### src/rtl/ps2_pkg.sv
// Shared PS/2 definitions: transmitter states, frame geometry, common command bytes
// and small helpers for parity, frame assembly and counter sizing.
package ps2_pkg;

  typedef enum logic [2:0] {
    IDLE     = 3'd0,
    INHIBIT  = 3'd1,
    REQ      = 3'd2,
    SHIFT    = 3'd3,
    ACK      = 3'd4,
    WAIT_BUS = 3'd5
  } ps2_state_e;

  localparam int PS2_FRAME_BITS = 10;
  localparam int PS2_ACK_EDGE   = 11;

  localparam logic [7:0] PS2_CMD_SET_LED = 8'hED;
  localparam logic [7:0] PS2_CMD_RESET   = 8'hFF;

  function automatic logic odd_parity(input logic [7:0] d);
    return ~^d;
  endfunction

  // Transmit order is bit 0 first: D0..D7, parity, stop.
  function automatic logic [PS2_FRAME_BITS-1:0] make_frame(input logic [7:0] d);
    return {1'b1, odd_parity(d), d};
  endfunction

  function automatic int cnt_w(input int n);
    return (n < 2) ? 1 : $clog2(n);
  endfunction

endpackage

### src/rtl/ps2_line_sync.sv
// Two-flop synchronizer plus registered falling-edge detector for one PS/2 line.
// The fall pulse appears 3 clk cycles after the pin edge; lines idle high.
module ps2_line_sync (
  input  logic clk,
  input  logic rst_n,
  input  logic line_in,
  output logic line_sync,
  output logic fall
);

  logic meta_q, meta_d;
  logic sync_q, sync_d;
  logic prev_q, prev_d;
  logic fall_q, fall_d;

  always_comb begin
    meta_d = line_in;
    sync_d = meta_q;
    prev_d = sync_q;
    fall_d = prev_q & ~sync_q;
  end

  always_ff @(posedge clk or negedge rst_n) begin
    if (!rst_n) begin
      meta_q <= 1'b1;
      sync_q <= 1'b1;
      prev_q <= 1'b1;
      fall_q <= 1'b0;
    end else begin
      meta_q <= meta_d;
      sync_q <= sync_d;
      prev_q <= prev_d;
      fall_q <= fall_d;
    end
  end

  assign line_sync = sync_q;
  assign fall      = fall_q;

endmodule

### src/rtl/ps2_host_tx.sv
// Host-to-device PS/2 transmitter: inhibit, request-to-send, clocked-out frame, ack check.
// Define PS2_TX_TIMEOUT_EN to add the device-clock watchdog (TIMEOUT_CYC cycles between falls).
module ps2_host_tx
  import ps2_pkg::*;
#(
  parameter int INHIBIT_CYC = 3000,
  parameter int REQ_CYC     = 16,
  parameter int TIMEOUT_CYC = 400000
) (
  input  logic       clk,
  input  logic       rst_n,
  input  logic       tx_valid,
  input  logic [7:0] tx_data,
  output logic       tx_ready,
  input  logic       ps2_clk_in,
  input  logic       ps2_data_in,
  output logic       ps2_clk_oe,
  output logic       ps2_data_oe,
  output logic       done,
  output logic       err
);

  localparam int CW = cnt_w((INHIBIT_CYC > REQ_CYC) ? INHIBIT_CYC : REQ_CYC);
  localparam int BW = $clog2(PS2_ACK_EDGE + 1);
  localparam logic [CW-1:0] INH_LAST   = CW'(INHIBIT_CYC - 1);
  localparam logic [CW-1:0] REQ_LAST   = CW'(REQ_CYC - 1);
  localparam logic [BW-1:0] FRAME_LAST = BW'(PS2_FRAME_BITS - 1);

  ps2_state_e                state_q, state_d;
  logic [CW-1:0]             cnt_q, cnt_d, cnt_inc_s;
  logic [BW-1:0]             bit_q, bit_d, bit_inc_s;
  logic [PS2_FRAME_BITS-1:0] frame_q, frame_d;
  logic                      clk_oe_q, clk_oe_d;
  logic                      data_oe_q, data_oe_d;
  logic                      tx_ready_q, tx_ready_d;
  logic                      done_q, done_d;
  logic                      err_q, err_d;
  logic                      ack_q, ack_d;

  logic clk_sync_s, clk_fall_s;
  logic data_sync_s, data_fall_unused;
  logic tout_hit_s;

  ps2_line_sync u_clk_sync (
    .clk       (clk),
    .rst_n     (rst_n),
    .line_in   (ps2_clk_in),
    .line_sync (clk_sync_s),
    .fall      (clk_fall_s)
  );

  ps2_line_sync u_data_sync (
    .clk       (clk),
    .rst_n     (rst_n),
    .line_in   (ps2_data_in),
    .line_sync (data_sync_s),
    .fall      (data_fall_unused)
  );

  assign cnt_inc_s = (&cnt_q) ? cnt_q : cnt_q + CW'(1);
  assign bit_inc_s = (&bit_q) ? bit_q : bit_q + BW'(1);

`ifdef PS2_TX_TIMEOUT_EN
  localparam int TW = cnt_w(TIMEOUT_CYC);
  localparam logic [TW-1:0] TOUT_LAST = TW'(TIMEOUT_CYC - 1);

  logic [TW-1:0] tout_q, tout_d;
  logic          tout_run_s;

  // Watchdog restarts on every device clock fall and idles at zero outside the clocked phase.
  always_comb begin
    tout_run_s = (state_q == SHIFT) || (state_q == ACK) || (state_q == WAIT_BUS);
    if (!tout_run_s || clk_fall_s) begin
      tout_d = {TW{1'b0}};
    end else if (&tout_q) begin
      tout_d = tout_q;
    end else begin
      tout_d = tout_q + TW'(1);
    end
  end

  assign tout_hit_s = tout_run_s && !clk_fall_s && (tout_q == TOUT_LAST);

  always_ff @(posedge clk or negedge rst_n) begin
    if (!rst_n) begin
      tout_q <= {TW{1'b0}};
    end else begin
      tout_q <= tout_d;
    end
  end
`else
  // Without the watchdog a silent device simply stalls the transfer until reset.
  assign tout_hit_s = (TIMEOUT_CYC < 0);
`endif

  always_comb begin
    state_d    = state_q;
    cnt_d      = cnt_q;
    bit_d      = bit_q;
    frame_d    = frame_q;
    clk_oe_d   = clk_oe_q;
    data_oe_d  = data_oe_q;
    tx_ready_d = tx_ready_q;
    ack_d      = ack_q;
    done_d     = 1'b0;
    err_d      = 1'b0;

    case (state_q)
      IDLE: begin
        clk_oe_d   = 1'b0;
        data_oe_d  = 1'b0;
        tx_ready_d = 1'b1;
        if (tx_valid && tx_ready_q) begin
          frame_d    = make_frame(tx_data);
          clk_oe_d   = 1'b1;
          tx_ready_d = 1'b0;
          cnt_d      = {CW{1'b0}};
          state_d    = INHIBIT;
        end else begin
          cnt_d = {CW{1'b0}};
        end
      end
      INHIBIT: begin
        if (cnt_q == INH_LAST) begin
          cnt_d     = {CW{1'b0}};
          data_oe_d = 1'b1;
          state_d   = REQ;
        end else begin
          cnt_d = cnt_inc_s;
        end
      end
      REQ: begin
        if (cnt_q == REQ_LAST) begin
          clk_oe_d = 1'b0;
          bit_d    = {BW{1'b0}};
          state_d  = SHIFT;
        end else begin
          cnt_d = cnt_inc_s;
        end
      end
      SHIFT: begin
        // Data changes while the device holds its clock low; stop bit releases the line.
        if (clk_fall_s) begin
          data_oe_d = ~frame_q[bit_q];
          bit_d     = bit_inc_s;
          if (bit_q == FRAME_LAST) begin
            state_d = ACK;
          end else begin
            state_d = SHIFT;
          end
        end else begin
          state_d = SHIFT;
        end
      end
      ACK: begin
        if (clk_fall_s) begin
          ack_d   = ~data_sync_s;
          bit_d   = bit_inc_s;
          state_d = WAIT_BUS;
        end else begin
          state_d = ACK;
        end
      end
      WAIT_BUS: begin
        if (clk_sync_s && data_sync_s) begin
          done_d     = ack_q;
          err_d      = ~ack_q;
          tx_ready_d = 1'b1;
          state_d    = IDLE;
        end else begin
          state_d = WAIT_BUS;
        end
      end
      default: begin
        clk_oe_d   = 1'b0;
        data_oe_d  = 1'b0;
        tx_ready_d = 1'b1;
        state_d    = IDLE;
      end
    endcase

    if (tout_hit_s) begin
      clk_oe_d   = 1'b0;
      data_oe_d  = 1'b0;
      done_d     = 1'b0;
      err_d      = 1'b1;
      tx_ready_d = 1'b1;
      state_d    = IDLE;
    end else begin
      ack_d = ack_d;
    end
  end

  always_ff @(posedge clk or negedge rst_n) begin
    if (!rst_n) begin
      state_q    <= IDLE;
      cnt_q      <= {CW{1'b0}};
      bit_q      <= {BW{1'b0}};
      frame_q    <= {PS2_FRAME_BITS{1'b1}};
      clk_oe_q   <= 1'b0;
      data_oe_q  <= 1'b0;
      tx_ready_q <= 1'b1;
      done_q     <= 1'b0;
      err_q      <= 1'b0;
      ack_q      <= 1'b0;
    end else begin
      state_q    <= state_d;
      cnt_q      <= cnt_d;
      bit_q      <= bit_d;
      frame_q    <= frame_d;
      clk_oe_q   <= clk_oe_d;
      data_oe_q  <= data_oe_d;
      tx_ready_q <= tx_ready_d;
      done_q     <= done_d;
      err_q      <= err_d;
      ack_q      <= ack_d;
    end
  end

  assign tx_ready    = tx_ready_q;
  assign ps2_clk_oe  = clk_oe_q;
  assign ps2_data_oe = data_oe_q;
  assign done        = done_q;
  assign err         = err_q;

endmodule

### config.mk
export PLATFORM = sky130hd
export DESIGN_NAME = ps2_host_tx
export DESIGN_NICKNAME = d
export VERILOG_FILES = /design/src/rtl/ps2_pkg.sv /design/src/rtl/ps2_line_sync.sv /design/src/rtl/ps2_host_tx.sv
export SDC_FILE = /design/constraint.sdc
export NUM_CORES = 1
export LEC_CHECK = 0
export ABC_AREA = 0
export CORE_ASPECT_RATIO = 1.75
export CORE_MARGIN = 5
export CORE_UTILIZATION = 47
export DETAILED_ROUTE_END_ITERATION = 16
export DONT_BUFFER_PORTS = 1
export GPL_ROUTABILITY_DRIVEN = 0
export PLACE_DENSITY = 0.65
export SYNTH_ARGS = -nofsm -noshare
export SYNTH_HDL_FRONTEND = slang
export SYNTH_HIERARCHICAL = 1
export SYNTH_SLANG_ARGS = --single-unit
### constraint.sdc
create_clock -name clk -period 3.4 [get_ports clk]
set_input_delay 1.02 -clock clk [delete_from_list [all_inputs] [get_ports clk]]
set_output_delay 1.02 -clock clk [all_outputs]
set_load 0.01 [all_outputs]
==> results by group <==
Status
  – Status: complete, no violations

Drt
  – Routed Wire Length: 4884 µm
  – DR pass1 iterations: 4
  – Vias per cell: 6.170
  – DRT iter0 DRCs: 71
  – Remaining DRCs: 0
  – Final ANT Viol Nets: 0
  – Vias: 1672
  – Wire per inst: 18.02 µm

Global route
  – Pin count of the biggest net entering global routing: 41
  – Vias in the first global route: 1665
  – Antenna violations before repair: 0
  – Gr usage total: 0.1640
  – GRT overflow: 0
  – First-pass GRT wire length: 8307 µm

STA
  – Min Tclk post-route: 2.221 ns
  – Setup-failing EPs final: 0
  – Setup TNS Final: 0 ns
  – Skew final: 0.004920 ns
  – Unrepaired setup endpoints after global routing: false
  – Worst-margin pin slew: 0.6728 ns
  – Fin. Hold Viols: 0
  – Final Cycle Share: 0.6533
  – F_max: 450.2 MHz
  – Max-slew headroom: 0.5514
  – Final Max Tran Viols: 0

Die
  – CORE AREA: 4707 µm²
  – Die X: 62.55 µm
  – Row count: 33
  – I/O Pins: 18
  – DIE AREA: 6377 µm²
  – Initial Utilization: 0.4825
  – Die Y-Extent: 102.0 µm

Synthesis
  – Post-Syn Area: 2271 µm²
  – Synthesized instance count: 222
  – Syn_nets: 238
  – Avg Cell Area, Syn: 10.23 µm²
  – Ys Warns: 6

Layout
  – P&R area growth vs syn: 5.620%
  – Share of layout cells above drive strength 1: 0.1963
  – Final instance area: 2399 µm²
  – Final nets: 234
  – Register cell area after layout: 1020 µm²
  – Antenna Cells: 0
  – Multi-input logic area: 1157 µm²
  – Fill count: 436

Worst setup path
  – Worst Path Required: 3.58 ns
  – Worst Setup SP: cnt_q[0]
  – R2R setup slack: 1.18 ns
  – FF-to-FF Start: cnt_q[0]
  – CP Launch Type: flip-flop
  – WS Path Type: reg -> reg
  – Worst setup EP type: flip-flop
  – Crit-path max FO: 17
  – Critical path arrival: 2.40 ns

Clocking
  – Worst-Skew Late Latency: 0.29 ns
  – H-tree depth: 2
  – CTS root buffer: clkbuf_8
  – CTS tree: yes
  – Clk buf depth: 2
  – Clk sink count: 40
  – Hold Buf Count CTS: 0
  – Cts bufs inserted: 5
  – Postcts setup bufs: 0
  – Post-cts sizing count: 0
  – CTS clock-pin slew for the worst setup and hold paths: 0.07 ns

Power and ir drop
  – Pwr/cell area: 582.6 nW/µm²
  – VDD IR-drop max: 0.3833 mV
  – Leakage: 0.9412 nW

Hold path
  – HP Start: u_data_sync/meta_q
  – Type of the tightest min-delay check: reg -> reg

Run
  – Max_cap viols: 0

Placed design
  – Post-place instance area: 2272 µm²
  – Detailed placement HPWL: 3476 µm
  – Port-buffer cells: 0
-- cells in the final DEF (no fill, tap or decap), drive strengths merged, types with 4 or more instances in the layout --
cell    count
clkbuf      7
inv         6
nand4       5
nand3      13
nor3        5
nor2b       4
dfstp      15
nand2b      5
mux2       10
o21ai       9
dfrtp      25
xnor2       8
a21oi      18
nor2        8
and4        4
nand2      16
-- final timing paths --
check,to,depth (start not counted)
worst max-delay path,cnt_q[0],6
worst min-delay path,u_data_sync/line_sync,0
worst max register to register,cnt_q[0],6
worst min register to register,u_data_sync/line_sync,0
max in group asynchronous,u_clk_sync/meta_q,0
min in group asynchronous,done,0
-- per-stage QoR --
step	hold WS (ns)	worst slack, ns	util	instances	power, mW
after global placement	0.3461	1.247	0.4827	263	0.9723
after global routing	0.3657	1.049	0.5096	271	1.488
after floorplan	0.3452	1.372	-	222	0.9267
after detailed placement	0.3478	1.209	0.4827	263	0.9823
after CTS	0.3596	1.198	0.5096	271	1.416
final	0.3573	1.179	0.5096	271	1.397
-- worst max-delay path: stages, from the launching register on --
cell and delay, ns:
dfrtp_1 0.42, ha_1 0.26, and3_1 0.27, and3_1 0.25, a21boi_4 0.43, o31ai_1 0.18, mux2_2 0.29
-- layout make-up --
cell class | instances | area share
multi-input cells | 164 | 0.4825
flip-flops and latches | 40 | 0.4251
clock buffers | 7 | 0.04017
well taps | 52 | 0.02713
clock inverters | 1 | 0.01252
inverters | 6 | 0.009390
repair buffers | 1 | 0.003130
-- registers in the layout (all words and copies together) (netlist names) --
name and flops:
cnt_q 12, done 1, frame_q 9, ps2_clk_oe 1, u_data_sync/line_sync 1, u_clk_sync/fall 1
u_data_sync/meta_q 1, u_clk_sync/line_sync 1, state_q 3, bit_q 4, ps2_data_oe 1, ack_q 1
u_clk_sync/meta_q 1, u_clk_sync/prev_q 1, tx_ready 1, err 1
-- metal layers --
metal,vias up,routed length [µm],global-route usage
met3,9,172,0.03960
li1,821,-,-
met5,-,0,0
met1,806,1915,0.1800
met2,36,2687,0.2971
met4,0,109,0.07353
-- power by group --
part | switching [mW] | internal, mW | total (mW) | leakage (nW)
Clock | 0.167 | 0.259 | 0.426 | 0.0645
Sequential | 0.107 | 0.625 | 0.732 | 0.488
Combinational | 0.0938 | 0.145 | 0.239 | 0.389
(Power assumes the default switching activity.)
